`src/rtl/apb_transfer_sequencer_if.sv`:
```
// Bundle of the request/response handshake and APB bus signals for apb_transfer_sequencer.
// master = sequencer view, slave = environment (front end + APB slaves) view.
interface apb_transfer_sequencer_if #(
   parameter int unsigned c_apb_num_slaves = 1
);
   logic                            req_valid;
   logic                            req_ready;
   logic                            req_write;
   logic [31:0]                     req_addr;
   logic [31:0]                     req_wdata;
   logic [3:0]                      req_wstrb;

   logic                            rsp_valid;
   logic                            rsp_ready;
   logic [31:0]                     rsp_rdata;
   logic [1:0]                      rsp_resp;

   logic [31:0]                     PADDR;
   logic                            PWRITE;
   logic [31:0]                     PWDATA;
   logic [3:0]                      PSTRB;
   logic [c_apb_num_slaves-1:0]     PSEL;
   logic                            PENABLE;
   logic [32*c_apb_num_slaves-1:0]  PRDATA;
   logic [c_apb_num_slaves-1:0]     PREADY;
   logic [c_apb_num_slaves-1:0]     PSLVERR;

   modport master (
      input  req_valid, req_write, req_addr, req_wdata, req_wstrb, rsp_ready,
      input  PRDATA, PREADY, PSLVERR,
      output req_ready, rsp_valid, rsp_rdata, rsp_resp,
      output PADDR, PWRITE, PWDATA, PSTRB, PSEL, PENABLE
   );

   modport slave (
      output req_valid, req_write, req_addr, req_wdata, req_wstrb, rsp_ready,
      output PRDATA, PREADY, PSLVERR,
      input  req_ready, rsp_valid, rsp_rdata, rsp_resp,
      input  PADDR, PWRITE, PWDATA, PSTRB, PSEL, PENABLE
   );
endinterface

```
`src/rtl/apb_transfer_sequencer.sv`:
```
// Single-outstanding APB master: decodes a request to one slave, runs Setup/Access, returns rsp.
// Optional Access-phase timeout enabled by defining APB_TIMEOUT_EN.
module apb_transfer_sequencer #(
   parameter int unsigned                    c_apb_num_slaves = 1,
   parameter logic [32*c_apb_num_slaves-1:0] memory_regions1  = '0,
   parameter logic [32*c_apb_num_slaves-1:0] memory_regions2  = (32*c_apb_num_slaves)'(64),
   parameter int unsigned                    c_timeout_cycles = 16
) (
   input logic                   PCLK,
   input logic                   PRESETn,
   apb_transfer_sequencer_if.master bus
);

   localparam int unsigned SW = (c_apb_num_slaves > 1) ? $clog2(c_apb_num_slaves) : 1;

   localparam logic [1:0] RespOkay   = 2'b00;
   localparam logic [1:0] RespSlvErr = 2'b10;
   localparam logic [1:0] RespDecErr = 2'b11;

   if (c_apb_num_slaves < 1 || c_apb_num_slaves > 16 || c_timeout_cycles < 1) begin : g_bad_cfg
      $error("apb_transfer_sequencer: unsupported parameter combination");
   end

   typedef enum logic [1:0] {StIdle, StSetup, StAccess, StResp} state_e;

   state_e                      state_q, state_d;
   logic [SW-1:0]               sel_q, sel_nxt, dec_idx;
   logic                        dec_hit;
   logic                        req_ready;
   logic                        req_hs;
   logic                        sel_pready, sel_pslverr;
   logic [31:0]                 sel_prdata;
   logic                        tmo_expire;

   logic [31:0]                 paddr_q, paddr_d;
   logic                        pwrite_q, pwrite_d;
   logic [31:0]                 pwdata_q, pwdata_d;
   logic [3:0]                  pstrb_q, pstrb_d;
   logic [c_apb_num_slaves-1:0] psel_q, psel_d;
   logic                        penable_q, penable_d;
   logic                        rsp_valid_q, rsp_valid_d;
   logic [31:0]                 rsp_rdata_q, rsp_rdata_d;
   logic [1:0]                  rsp_resp_q, rsp_resp_d;

   assign req_ready = PRESETn && (state_q == StIdle);
   assign req_hs    = bus.req_valid && req_ready;

   // Lowest matching index wins so overlapping regions still give a one-hot select.
   always_comb begin
      dec_hit = 1'b0;
      dec_idx = '0;
      for (int i = 0; i < int'(c_apb_num_slaves); i++) begin
         if (!dec_hit && bus.req_addr >= memory_regions1[32*i +: 32]
                      && bus.req_addr <= memory_regions2[32*i +: 32]) begin
            dec_hit = 1'b1;
            dec_idx = SW'(i);
         end
      end
   end

   // Only the selected slave's PREADY/PSLVERR/PRDATA are ever looked at.
   always_comb begin
      sel_pready  = 1'b0;
      sel_pslverr = 1'b0;
      sel_prdata  = '0;
      for (int i = 0; i < int'(c_apb_num_slaves); i++) begin
         if (sel_q == SW'(i)) begin
            sel_pready  = bus.PREADY[i];
            sel_pslverr = bus.PSLVERR[i];
            sel_prdata  = bus.PRDATA[32*i +: 32];
         end
      end
   end

`ifdef APB_TIMEOUT_EN
   localparam int unsigned TW = $clog2(c_timeout_cycles + 1);

   logic [TW-1:0] tmo_q, tmo_d;

   always_comb begin
      tmo_d = tmo_q;
      if (state_q == StSetup) begin
         tmo_d = '0;
      end else if (state_q == StAccess && !sel_pready) begin
         tmo_d = tmo_q + 1'b1;
      end
   end

   // Expires on the not-ready Access cycle that brings the count to the limit.
   assign tmo_expire = (state_q == StAccess) && !sel_pready &&
                       (tmo_q == TW'(c_timeout_cycles - 1));

   always_ff @(posedge PCLK) begin
      if (!PRESETn) begin
         tmo_q <= '0;
      end else begin
         tmo_q <= tmo_d;
      end
   end
`else
   assign tmo_expire = 1'b0;
`endif

   always_comb begin
      state_d = state_q;
      unique case (state_q)
         StIdle:   if (req_hs) state_d = dec_hit ? StSetup : StResp;
         StSetup:  state_d = StAccess;
         StAccess: if (sel_pready || tmo_expire) state_d = StResp;
         StResp:   if (bus.rsp_ready) state_d = StIdle;
         default:  state_d = StIdle;
      endcase
   end

   always_comb begin
      sel_nxt     = (state_q == StIdle) ? dec_idx : sel_q;
      paddr_d     = paddr_q;
      pwrite_d    = pwrite_q;
      pwdata_d    = pwdata_q;
      pstrb_d     = pstrb_q;
      rsp_rdata_d = rsp_rdata_q;
      rsp_resp_d  = rsp_resp_q;

      if (req_hs) begin
         paddr_d  = bus.req_addr;
         pwrite_d = bus.req_write;
         pwdata_d = bus.req_wdata;
         pstrb_d  = bus.req_write ? bus.req_wstrb : 4'h0;
         if (!dec_hit) begin
            rsp_rdata_d = '0;
            rsp_resp_d  = RespDecErr;
         end
      end

      if (state_q == StAccess && state_d == StResp) begin
         if (sel_pready) begin
            rsp_resp_d  = sel_pslverr ? RespSlvErr : RespOkay;
            rsp_rdata_d = (pwrite_q || sel_pslverr) ? 32'h0 : sel_prdata;
         end else begin
            rsp_resp_d  = RespSlvErr;
            rsp_rdata_d = '0;
         end
      end

      for (int i = 0; i < int'(c_apb_num_slaves); i++) begin
         psel_d[i] = (state_d == StSetup || state_d == StAccess) && (sel_nxt == SW'(i));
      end
      penable_d   = (state_d == StAccess);
      rsp_valid_d = (state_d == StResp);
   end

   always_ff @(posedge PCLK) begin
      if (!PRESETn) begin
         state_q     <= StIdle;
         sel_q       <= '0;
         paddr_q     <= '0;
         pwrite_q    <= 1'b0;
         pwdata_q    <= '0;
         pstrb_q     <= '0;
         psel_q      <= '0;
         penable_q   <= 1'b0;
         rsp_valid_q <= 1'b0;
         rsp_rdata_q <= '0;
         rsp_resp_q  <= RespOkay;
      end else begin
         state_q     <= state_d;
         sel_q       <= sel_nxt;
         paddr_q     <= paddr_d;
         pwrite_q    <= pwrite_d;
         pwdata_q    <= pwdata_d;
         pstrb_q     <= pstrb_d;
         psel_q      <= psel_d;
         penable_q   <= penable_d;
         rsp_valid_q <= rsp_valid_d;
         rsp_rdata_q <= rsp_rdata_d;
         rsp_resp_q  <= rsp_resp_d;
      end
   end

   assign bus.req_ready = req_ready;
   assign bus.rsp_valid = rsp_valid_q;
   assign bus.rsp_rdata = rsp_rdata_q;
   assign bus.rsp_resp  = rsp_resp_q;
   assign bus.PADDR     = paddr_q;
   assign bus.PWRITE    = pwrite_q;
   assign bus.PWDATA    = pwdata_q;
   assign bus.PSTRB     = pstrb_q;
   assign bus.PSEL      = psel_q;
   assign bus.PENABLE   = penable_q;

endmodule

```
`src/flat_wrapper.sv`:
```
// flat-port wrapper written by rule: the top's interface ports become plain ports
module apb_transfer_sequencer_flat 
#(
   parameter int unsigned                    c_apb_num_slaves = 1,
   parameter logic [32*c_apb_num_slaves-1:0] memory_regions1  = '0,
   parameter logic [32*c_apb_num_slaves-1:0] memory_regions2  = (32*c_apb_num_slaves)'(64),
   parameter int unsigned                    c_timeout_cycles = 16
)
  (PCLK, PRESETn, bus_req_valid, bus_req_write, bus_req_addr, bus_req_wdata, bus_req_wstrb, bus_rsp_ready, bus_PRDATA, bus_PREADY, bus_PSLVERR, bus_req_ready, bus_rsp_valid, bus_rsp_rdata, bus_rsp_resp, bus_PADDR, bus_PWRITE, bus_PWDATA, bus_PSTRB, bus_PSEL, bus_PENABLE);
  apb_transfer_sequencer_if #(.c_apb_num_slaves(c_apb_num_slaves)) bus_i ();
  input logic PCLK;
  input logic PRESETn;
  input wire logic [$bits(bus_i.req_valid)-1:0] bus_req_valid;
  input wire logic [$bits(bus_i.req_write)-1:0] bus_req_write;
  input wire logic [$bits(bus_i.req_addr)-1:0] bus_req_addr;
  input wire logic [$bits(bus_i.req_wdata)-1:0] bus_req_wdata;
  input wire logic [$bits(bus_i.req_wstrb)-1:0] bus_req_wstrb;
  input wire logic [$bits(bus_i.rsp_ready)-1:0] bus_rsp_ready;
  input wire logic [$bits(bus_i.PRDATA)-1:0] bus_PRDATA;
  input wire logic [$bits(bus_i.PREADY)-1:0] bus_PREADY;
  input wire logic [$bits(bus_i.PSLVERR)-1:0] bus_PSLVERR;
  output wire logic [$bits(bus_i.req_ready)-1:0] bus_req_ready;
  output wire logic [$bits(bus_i.rsp_valid)-1:0] bus_rsp_valid;
  output wire logic [$bits(bus_i.rsp_rdata)-1:0] bus_rsp_rdata;
  output wire logic [$bits(bus_i.rsp_resp)-1:0] bus_rsp_resp;
  output wire logic [$bits(bus_i.PADDR)-1:0] bus_PADDR;
  output wire logic [$bits(bus_i.PWRITE)-1:0] bus_PWRITE;
  output wire logic [$bits(bus_i.PWDATA)-1:0] bus_PWDATA;
  output wire logic [$bits(bus_i.PSTRB)-1:0] bus_PSTRB;
  output wire logic [$bits(bus_i.PSEL)-1:0] bus_PSEL;
  output wire logic [$bits(bus_i.PENABLE)-1:0] bus_PENABLE;
  assign bus_i.req_valid = bus_req_valid;
  assign bus_i.req_write = bus_req_write;
  assign bus_i.req_addr = bus_req_addr;
  assign bus_i.req_wdata = bus_req_wdata;
  assign bus_i.req_wstrb = bus_req_wstrb;
  assign bus_i.rsp_ready = bus_rsp_ready;
  assign bus_i.PRDATA = bus_PRDATA;
  assign bus_i.PREADY = bus_PREADY;
  assign bus_i.PSLVERR = bus_PSLVERR;
  assign bus_req_ready = bus_i.req_ready;
  assign bus_rsp_valid = bus_i.rsp_valid;
  assign bus_rsp_rdata = bus_i.rsp_rdata;
  assign bus_rsp_resp = bus_i.rsp_resp;
  assign bus_PADDR = bus_i.PADDR;
  assign bus_PWRITE = bus_i.PWRITE;
  assign bus_PWDATA = bus_i.PWDATA;
  assign bus_PSTRB = bus_i.PSTRB;
  assign bus_PSEL = bus_i.PSEL;
  assign bus_PENABLE = bus_i.PENABLE;
  apb_transfer_sequencer #(.c_apb_num_slaves(c_apb_num_slaves), .memory_regions1(memory_regions1), .memory_regions2(memory_regions2), .c_timeout_cycles(c_timeout_cycles)) u_core (.PCLK(PCLK), .PRESETn(PRESETn), .bus(bus_i));
endmodule
```
`config.mk`:
```
export PLATFORM = sky130hd
export DESIGN_NAME = apb_transfer_sequencer_flat
export DESIGN_NICKNAME = d
export VERILOG_FILES = /design/src/rtl/apb_transfer_sequencer_if.sv /design/src/rtl/apb_transfer_sequencer.sv /design/src/flat_wrapper.sv
export SDC_FILE = /design/constraint.sdc
export NUM_CORES = 1
export LEC_CHECK = 0
export CAP_MARGIN = 25
export CORE_MARGIN = 8
export CORE_UTILIZATION = 41
export CTS_BUF_LIST = sky130_fd_sc_hd__clkbuf_4
export DETAILED_ROUTE_END_ITERATION = 12
export GPL_TIMING_DRIVEN = 0
export PLACE_DENSITY = 0.83
export RECOVER_POWER = 100
export SYNTH_ARGS = -nofsm -noshare
export SYNTH_HDL_FRONTEND = slang
export SYNTH_SLANG_ARGS = --single-unit
```
`constraint.sdc`:
```
create_clock -name PCLK -period 3.6 [get_ports PCLK]
set_input_delay 0.72 -clock PCLK [delete_from_list [all_inputs] [get_ports PCLK]]
set_output_delay 0.72 -clock PCLK [all_outputs]
set_load 0.01 [all_outputs]
```
; ---- Word level (Yosys, flattened, before mapping)
; Cells that the tools add are included.
[op_classes]
bitwise_logic = 1
magnitude_cmp = 2
reduce_logical = 10
mux = 21
n_eq_ne = 7
[ops]
columns = op, count
row1 = 2-to-1 mux 32 bit, 6
row2 = "greater-or-equal comparator 32 x 1 -> 1 bit, second input constant", 1
row3 = "<= comparator 32 x 7 -> 1 bit, second input constant", 1
row4 = 2-to-1 mux 2 bit, 9
row5 = "== test 2 bit, second input constant", 4
row6 = case mux 2 bit (4 select lines), 1
row7 = logical AND 1 bit, 5
row8 = "== test 2 x 1 -> 1 bit, second input constant", 2
row9 = 2-to-1 mux 1 bit, 4
row10 = 2-to-1 mux 4 bit, 1
row11 = zero test 2 bit, 1
row12 = logical OR 1 bit, 2
row13 = "inequality test 2 bit, second input constant", 1
row14 = AND reduction 2 bit, 1
row15 = nonzero test 2 bit, 1
row16 = NOT 1 bit, 1
[word_totals]
reg_bits = 109
elab_cells = 52
inputBits = 107
output_inout_bits = 107

; ---- Depth between registers and ports, before layout
[logic_depth]
depth_word = 10
depth_mapped = 11
ltp_nobuf = 9

; ---- Least setup slack after synthesis
; Ideal clock, no wire load.
[synth_path]
path_type = input to register
start = input port bus_req_addr[0]
end = register u_core.rsp_rdata_q[12], in the netlist u_core.bus.rsp_rdata[12]
stages = 10
slack_ps = 349
setup_time_ps = 58
n_path_buf = 1
t_arrival_ps = 3193
required_time_ps = 3542
path_cell_list = or4_1 o31a_1 o31ai_1 a21boi_0 ha_1 and3b_1 nor2_1 clkbuf_1 a22o_1 a22o_2
[synth_via]
elab_chain_len = 10
elab_cells_between_ends = 13
cone_classes = 2 x order compare / 2 x eq/ne / 5 x mux / 4 x reduce/logical
[synth_lines]
columns = element, line
row1 = from (decl), flat_wrapper.sv:15  ; input wire logic [$bits(bus_i.req_addr)-1:0] bus_req_addr;
row2 = greater-or-equal comparator 32 x 1 -> 1 bit or <= comparator 32 x 7 -> 1 bit (tied branches), "apb_transfer_sequencer.sv:53, apb_transfer_sequencer.sv:54"
row3 = logical AND 1 bit *, apb_transfer_sequencer.sv:54  ; && bus.req_addr <= memory_regions2[32*i +: 32]) begin
row4 = 2-to-1 mux 1 bit *, apb_transfer_sequencer.sv:53  ; if (!dec_hit && bus.req_addr >= memory_regions1[32*i +: 32]
row5 = 2-to-1 mux 2 bit * (2 in a row), apb_transfer_sequencer.sv:107  ; StIdle: if (req_hs) state_d = dec_hit ? StSetup : StResp;
row6 = case mux 2 bit (4 select lines) *, apb_transfer_sequencer.sv:106  ; unique case (state_q)
row7 = via u_core.state_d[1], apb_transfer_sequencer.sv:26  ; state_e state_q, state_d;
row8 = == test 2 bit *, n/a
row9 = via u_core.rsp_valid_d, apb_transfer_sequencer.sv:41  ; logic rsp_valid_q, rsp_valid_d;
row10 = logical AND 1 bit *, apb_transfer_sequencer.sv:135  ; if (state_q == StAccess && state_d == StResp) begin
row11 = inequality test 2 bit (no line) or nonzero test 2 bit (tied branches), n/a
row12 = AND reduction 2 bit (no line), n/a
row13 = to (signal assigned), apb_transfer_sequencer.sv:175  ; rsp_rdata_q <= rsp_rdata_d;
row14 = to (decl), apb_transfer_sequencer.sv:42  ; logic [31:0] rsp_rdata_q, rsp_rdata_d;
; Mark *: on every way through the listed nets, which the timed path passes. The rest lies on a longest branch.
; A chain may end at the register's enable or synchronous reset.

; ---- Worst setup path in the final report
[layout_path]
start = input port bus_req_addr[0]
end = register u_core.rsp_rdata_q[9], in the netlist u_core.bus.rsp_rdata[9]
; The elaborated chain is that of the path after synthesis.

==> impl_metrics.prom <==
# TYPE chip_impl_metric gauge
chip_impl_info{name="status",value="complete, no violations"} 1
chip_impl_metric{name="finalMaxSlewViolations",unit=""} 0
chip_impl_metric{name="residual_overflow_from_global_routing",unit=""} 0
chip_impl_metric{name="finalWorstSetupSlack",unit="ps"} 104
chip_impl_info{name="min_path_type",value="reg -> reg"} 1
chip_impl_info{name="cts-root-buf",value="sky130_fd_sc_hd__clkbuf_4"} 1
chip_impl_metric{name="cts.clk_slew.worst_paths",unit="ps"} 160
chip_impl_metric{name="totalNegativeSetupSlack",unit="ps"} 0
chip_impl_info{name="crit_path_start_kind",value="input port"} 1
chip_impl_metric{name="worst_pin_slew",unit="ps"} 553
chip_impl_info{name="layout.cells.most_common_list",value="136 x sky130_fd_sc_hd__nand2_1, 109 x sky130_fd_sc_hd__dfxtp_1, 107 x sky130_fd_sc_hd__clkdlybuf4s50_1, 106 x sky130_fd_sc_hd__dlygate4sd3_1, 64 x sky130_fd_sc_hd__o21ai_0"} 1
chip_impl_metric{name="die_height",unit="um"} 116
chip_impl_metric{name="synth_cell_type_count",unit=""} 31
chip_impl_metric{name="post_route_cells_drive_above_1_share",unit=""} 0.0912
chip_impl_metric{name="avgSynthCellArea",unit="um2"} 8.94
chip_impl_metric{name="via_count_of_the_first_global_routing_pass",unit=""} 4348
chip_impl_metric{name="numClockSinks",unit=""} 109
chip_impl_info{name="final_common_cell",value="sky130_fd_sc_hd__nand2_1"} 1
chip_impl_metric{name="finalWeightedCongestion",unit=""} 0.827
chip_impl_metric{name="drt_iter0_drc",unit=""} 232
chip_impl_metric{name="power_density",unit="mW/mm2"} 371
chip_impl_metric{name="total_power",unit="mW"} 2.46
chip_impl_metric{name="finalNetCount",unit=""} 795
chip_impl_metric{name="wl",unit="um"} 14500
chip_impl_metric{name="cts_made_buffers",unit=""} 9
chip_impl_info{name="setup.worst_path.class",value="in -> reg"} 1
chip_impl_metric{name="num-fill-cells",unit=""} 787
chip_impl_metric{name="seq_area_frac_synth",unit=""} 0.531
chip_impl_metric{name="dpl_worst_slack",unit="ps"} -1220
chip_impl_metric{name="cp_slowest_stage_delay",unit="ps"} 530
chip_impl_metric{name="detail-route-antenna-nets",unit=""} 0
chip_impl_metric{name="floorplan.initialDensity",unit=""} 0.421
chip_impl_metric{name="final-setup-viol-count",unit=""} 0
chip_impl_metric{name="multi_input_area",unit="mm2"} 0.00178
chip_impl_info{name="crit_path_cell_trace",value="clkdlybuf4s50_1 > or4_1 > o31a_1 > o31ai_1 > a21boi_1 > ha_1 > nand3b_1 > nor4_4 > buf_4 > buf_2 > a22o_1 > a22o_2"} 1
chip_impl_metric{name="total_routing_usage_gr",unit=""} 0.213
chip_impl_metric{name="max_clock_freq",unit="MHz"} 286
chip_impl_info{name="kind_of_capture_point_of_the_worst_setup_path",value="flip-flop"} 1
chip_impl_metric{name="post_dp_hpwl",unit="um"} 11500
chip_impl_metric{name="leakage",unit="nW"} 2.75
chip_impl_metric{name="clkLatencyLatePin",unit="ps"} 450
chip_impl_metric{name="synth_seq_cells",unit=""} 109
chip_impl_metric{name="post-route-period-util",unit=""} 0.971
chip_impl_metric{name="worst-endpoint-arrival",unit="ps"} 3870
chip_impl_metric{name="synth.cell_area",unit="mm2"} 0.00411
chip_impl_metric{name="io_buffer_count",unit=""} 213
chip_impl_metric{name="core_rows",unit=""} 36
chip_impl_info{name="tritoncts",value="done"} 1
chip_impl_metric{name="period_minus_slack",unit="ps"} 3500
chip_impl_metric{name="grt_pass1_wl",unit="um"} 22500
chip_impl_metric{name="worst-endpoint-required",unit="ps"} 3970
chip_impl_metric{name="drv.max_cap_violation_count",unit=""} 0
chip_impl_metric{name="cts_max_level",unit=""} 3
chip_impl_metric{name="layout-area-overhead-vs-synth",unit="%"} 61.1
chip_impl_metric{name="core_area",unit="mm2"} 0.00977
chip_impl_metric{name="syn-num-nets",unit=""} 569
chip_impl_metric{name="pre_antenna_drt_iters",unit=""} 4
chip_impl_metric{name="crit_fanout",unit=""} 10
chip_impl_metric{name="hold_viol_final",unit=""} 0
chip_impl_metric{name="register_area",unit="mm2"} 0.00218
chip_impl_metric{name="die-area",unit="mm2"} 0.0135
chip_impl_metric{name="post_drt_wl_per_cell",unit="um"} 17.6
chip_impl_metric{name="drc_errors",unit=""} 0
chip_impl_metric{name="irDropWorstVdd",unit="mV"} 0.227
chip_impl_info{name="crit_slowest_cell",value="sky130_fd_sc_hd__or4_1"} 1
chip_impl_metric{name="grt_antenna_before_repair",unit=""} 0
chip_impl_metric{name="synth-warning-count",unit=""} 0
chip_impl_metric{name="fin_worst_skew",unit="ps"} 16.3
chip_impl_metric{name="worstPathBufferInverterCount",unit=""} 3
chip_impl_metric{name="pin_count_of_the_biggest_net_entering_global_routing",unit=""} 18
chip_impl_metric{name="pin_count",unit=""} 214
chip_impl_info{name="path_delay_family",value="compound AO/OA/AOI/OAI gates"} 1
chip_impl_metric{name="avgViaCountPerCell",unit=""} 5.10
chip_impl_metric{name="cts-root-to-sink-buffers",unit=""} 2
chip_impl_metric{name="postSynthCellCount",unit=""} 460
chip_impl_metric{name="via_count",unit=""} 4211
chip_impl_metric{name="die_width",unit="um"} 116
chip_impl_metric{name="relSlewSlack",unit=""} 0.632
==> report_power, final <==
part,internal [mW],switching [mW],total (mW)
combinational,0.251,0.219,0.470
clock,0.279,0.388,0.667
sequential,1.28,0.0396,1.32
==> state kept, by name, indices dropped and copies added, names as in the netlist <==
signal and cells:
u_core.bus.rsp_resp 2, u_core.bus.PSTRB 4, u_core.bus.PSEL 1, u_core.bus.rsp_valid 1
u_core.bus.PENABLE 1, u_core.sel_q 1, u_core.bus.PADDR 32, u_core.bus.rsp_rdata 32
u_core.bus.PWRITE 1, u_core.state_q 2, u_core.bus.PWDATA 32
==> Yosys cell counts <==
cell / number / share of area
sky130_fd_sc_hd__a21boi_0: 6 / 0.011
sky130_fd_sc_hd__a21o_1: 1 / 0.0018
sky130_fd_sc_hd__a21oi_1: 4 / 0.0049
sky130_fd_sc_hd__a22o_1: 34 / 0.072
sky130_fd_sc_hd__a22o_2: 30 / 0.073
sky130_fd_sc_hd__and2_1: 4 / 0.0061
sky130_fd_sc_hd__and3_1: 1 / 0.0015
sky130_fd_sc_hd__and3b_1: 1 / 0.0021
sky130_fd_sc_hd__buf_1: 2 / 0.0018
sky130_fd_sc_hd__buf_2: 1 / 0.0012
sky130_fd_sc_hd__buf_6: 3 / 0.0082
sky130_fd_sc_hd__clkbuf_1: 30 / 0.027
sky130_fd_sc_hd__dfxtp_1: 109 / 0.53
sky130_fd_sc_hd__ha_1: 2 / 0.0061
sky130_fd_sc_hd__inv_1: 2 / 0.0018
sky130_fd_sc_hd__mux2i_1: 1 / 0.0024
sky130_fd_sc_hd__nand2_1: 136 / 0.12
sky130_fd_sc_hd__nand2b_1: 2 / 0.0030
sky130_fd_sc_hd__nand3_1: 7 / 0.0085
sky130_fd_sc_hd__nand3b_1: 1 / 0.0018
sky130_fd_sc_hd__nand4_1: 1 / 0.0015
sky130_fd_sc_hd__nor2_1: 4 / 0.0036
sky130_fd_sc_hd__nor3_1: 1 / 0.0012
sky130_fd_sc_hd__nor4_1: 6 / 0.0091
sky130_fd_sc_hd__nor4_4: 1 / 0.0052
sky130_fd_sc_hd__nor4bb_1: 1 / 0.0024
sky130_fd_sc_hd__o21ai_0: 64 / 0.078
sky130_fd_sc_hd__o31a_1: 1 / 0.0021
sky130_fd_sc_hd__o31ai_1: 2 / 0.0036
sky130_fd_sc_hd__or2_2: 1 / 0.0015
sky130_fd_sc_hd__or4_1: 1 / 0.0018
==> metrics by stage <==
step / instance area [um2] / hold slack, ps / utilization / std cells
after detailed placement: 6410 / 433 / 0.656 / 806
after CTS: 6590 / 454 / 0.675 / 822
final: 6620 / 453 / 0.678 / 825
after global placement: 6410 / 428 / 0.656 / 806
after global routing: 6620 / 487 / 0.677 / 824
after floorplan: 4110 / 409 / - / 460
==> worst reg2reg max path, delay by kind of cell (launching register included) <==
| kind | cells | cell delay [ps] |
|---|---|---|
| buffers and inverters | 4 | 890 |
| AO/OA/AOI/OAI | 4 | 680 |
| flip-flops | 1 | 390 |
| AND/OR/NAND/NOR | 3 | 770 |
| adder cells (fa/ha/maj) | 1 | 220 |
==> layout make-up <==
| class | instances | area share |
|---|---|---|
| buffer | 36 | 0.0270 |
| clock inverter | 7 | 0.0136 |
| antenna | 1 | 0.000378 |
| sequential | 109 | 0.329 |
| timing repair buffer | 215 | 0.324 |
| clock buffer | 9 | 0.0102 |
| multi-input combinational | 313 | 0.269 |
| tap | 133 | 0.0251 |
| inverter | 2 | 0.00113 |
==> routing by layer <==
metal  wire, um  share of wire  up-vias  GRT usage
li1           -              -     2058          -
met1       5670           0.39     1950      0.233
met2       6940           0.48      183      0.365
met3       1620           0.11       20     0.0817
met4        292          0.020        0     0.0838
met5          0              0        -          0
==> what timing repair did <==
action / 4_1_cts / 5_1_grt
hold endpoints to repair: 0 / 0
hold buffers: 0 / 0
buffers inserted: 0 / 2
setup endpoints to repair: 33 / 31
resized for setup: 10 / 13
pin swaps: 0 / 1
gates cloned: 0 / 0
==> final timing paths <==
kind	cells past startpoint	start	slack (ps)	to
worst max-delay path	12	bus_req_addr[0]	100	u_core.bus.rsp_rdata[9]$_SDFFE_PN0P_
worst min-delay path	2	u_core.bus.rsp_resp[0]$_SDFFE_PN0P_	450	u_core.bus.rsp_resp[0]$_SDFFE_PN0P_
worst max register to register	12	u_core.state_q[0]$_SDFF_PN0_	620	u_core.bus.rsp_rdata[9]$_SDFFE_PN0P_
worst min register to register	2	u_core.bus.rsp_resp[0]$_SDFFE_PN0P_	450	u_core.bus.rsp_resp[0]$_SDFFE_PN0P_
==> cell families after synthesis <==
logic type	after synthesis	synth area share
AOI/OAI and AO/OA	142	0.247
buffers and inverters	38	0.0405
adders and majority gates	2	0.00608
and+or+nand+nor	168	0.174
muxes	1	0.00243
DFF	109	0.531
No activity file was read; power rests on OpenSTA's default activity.
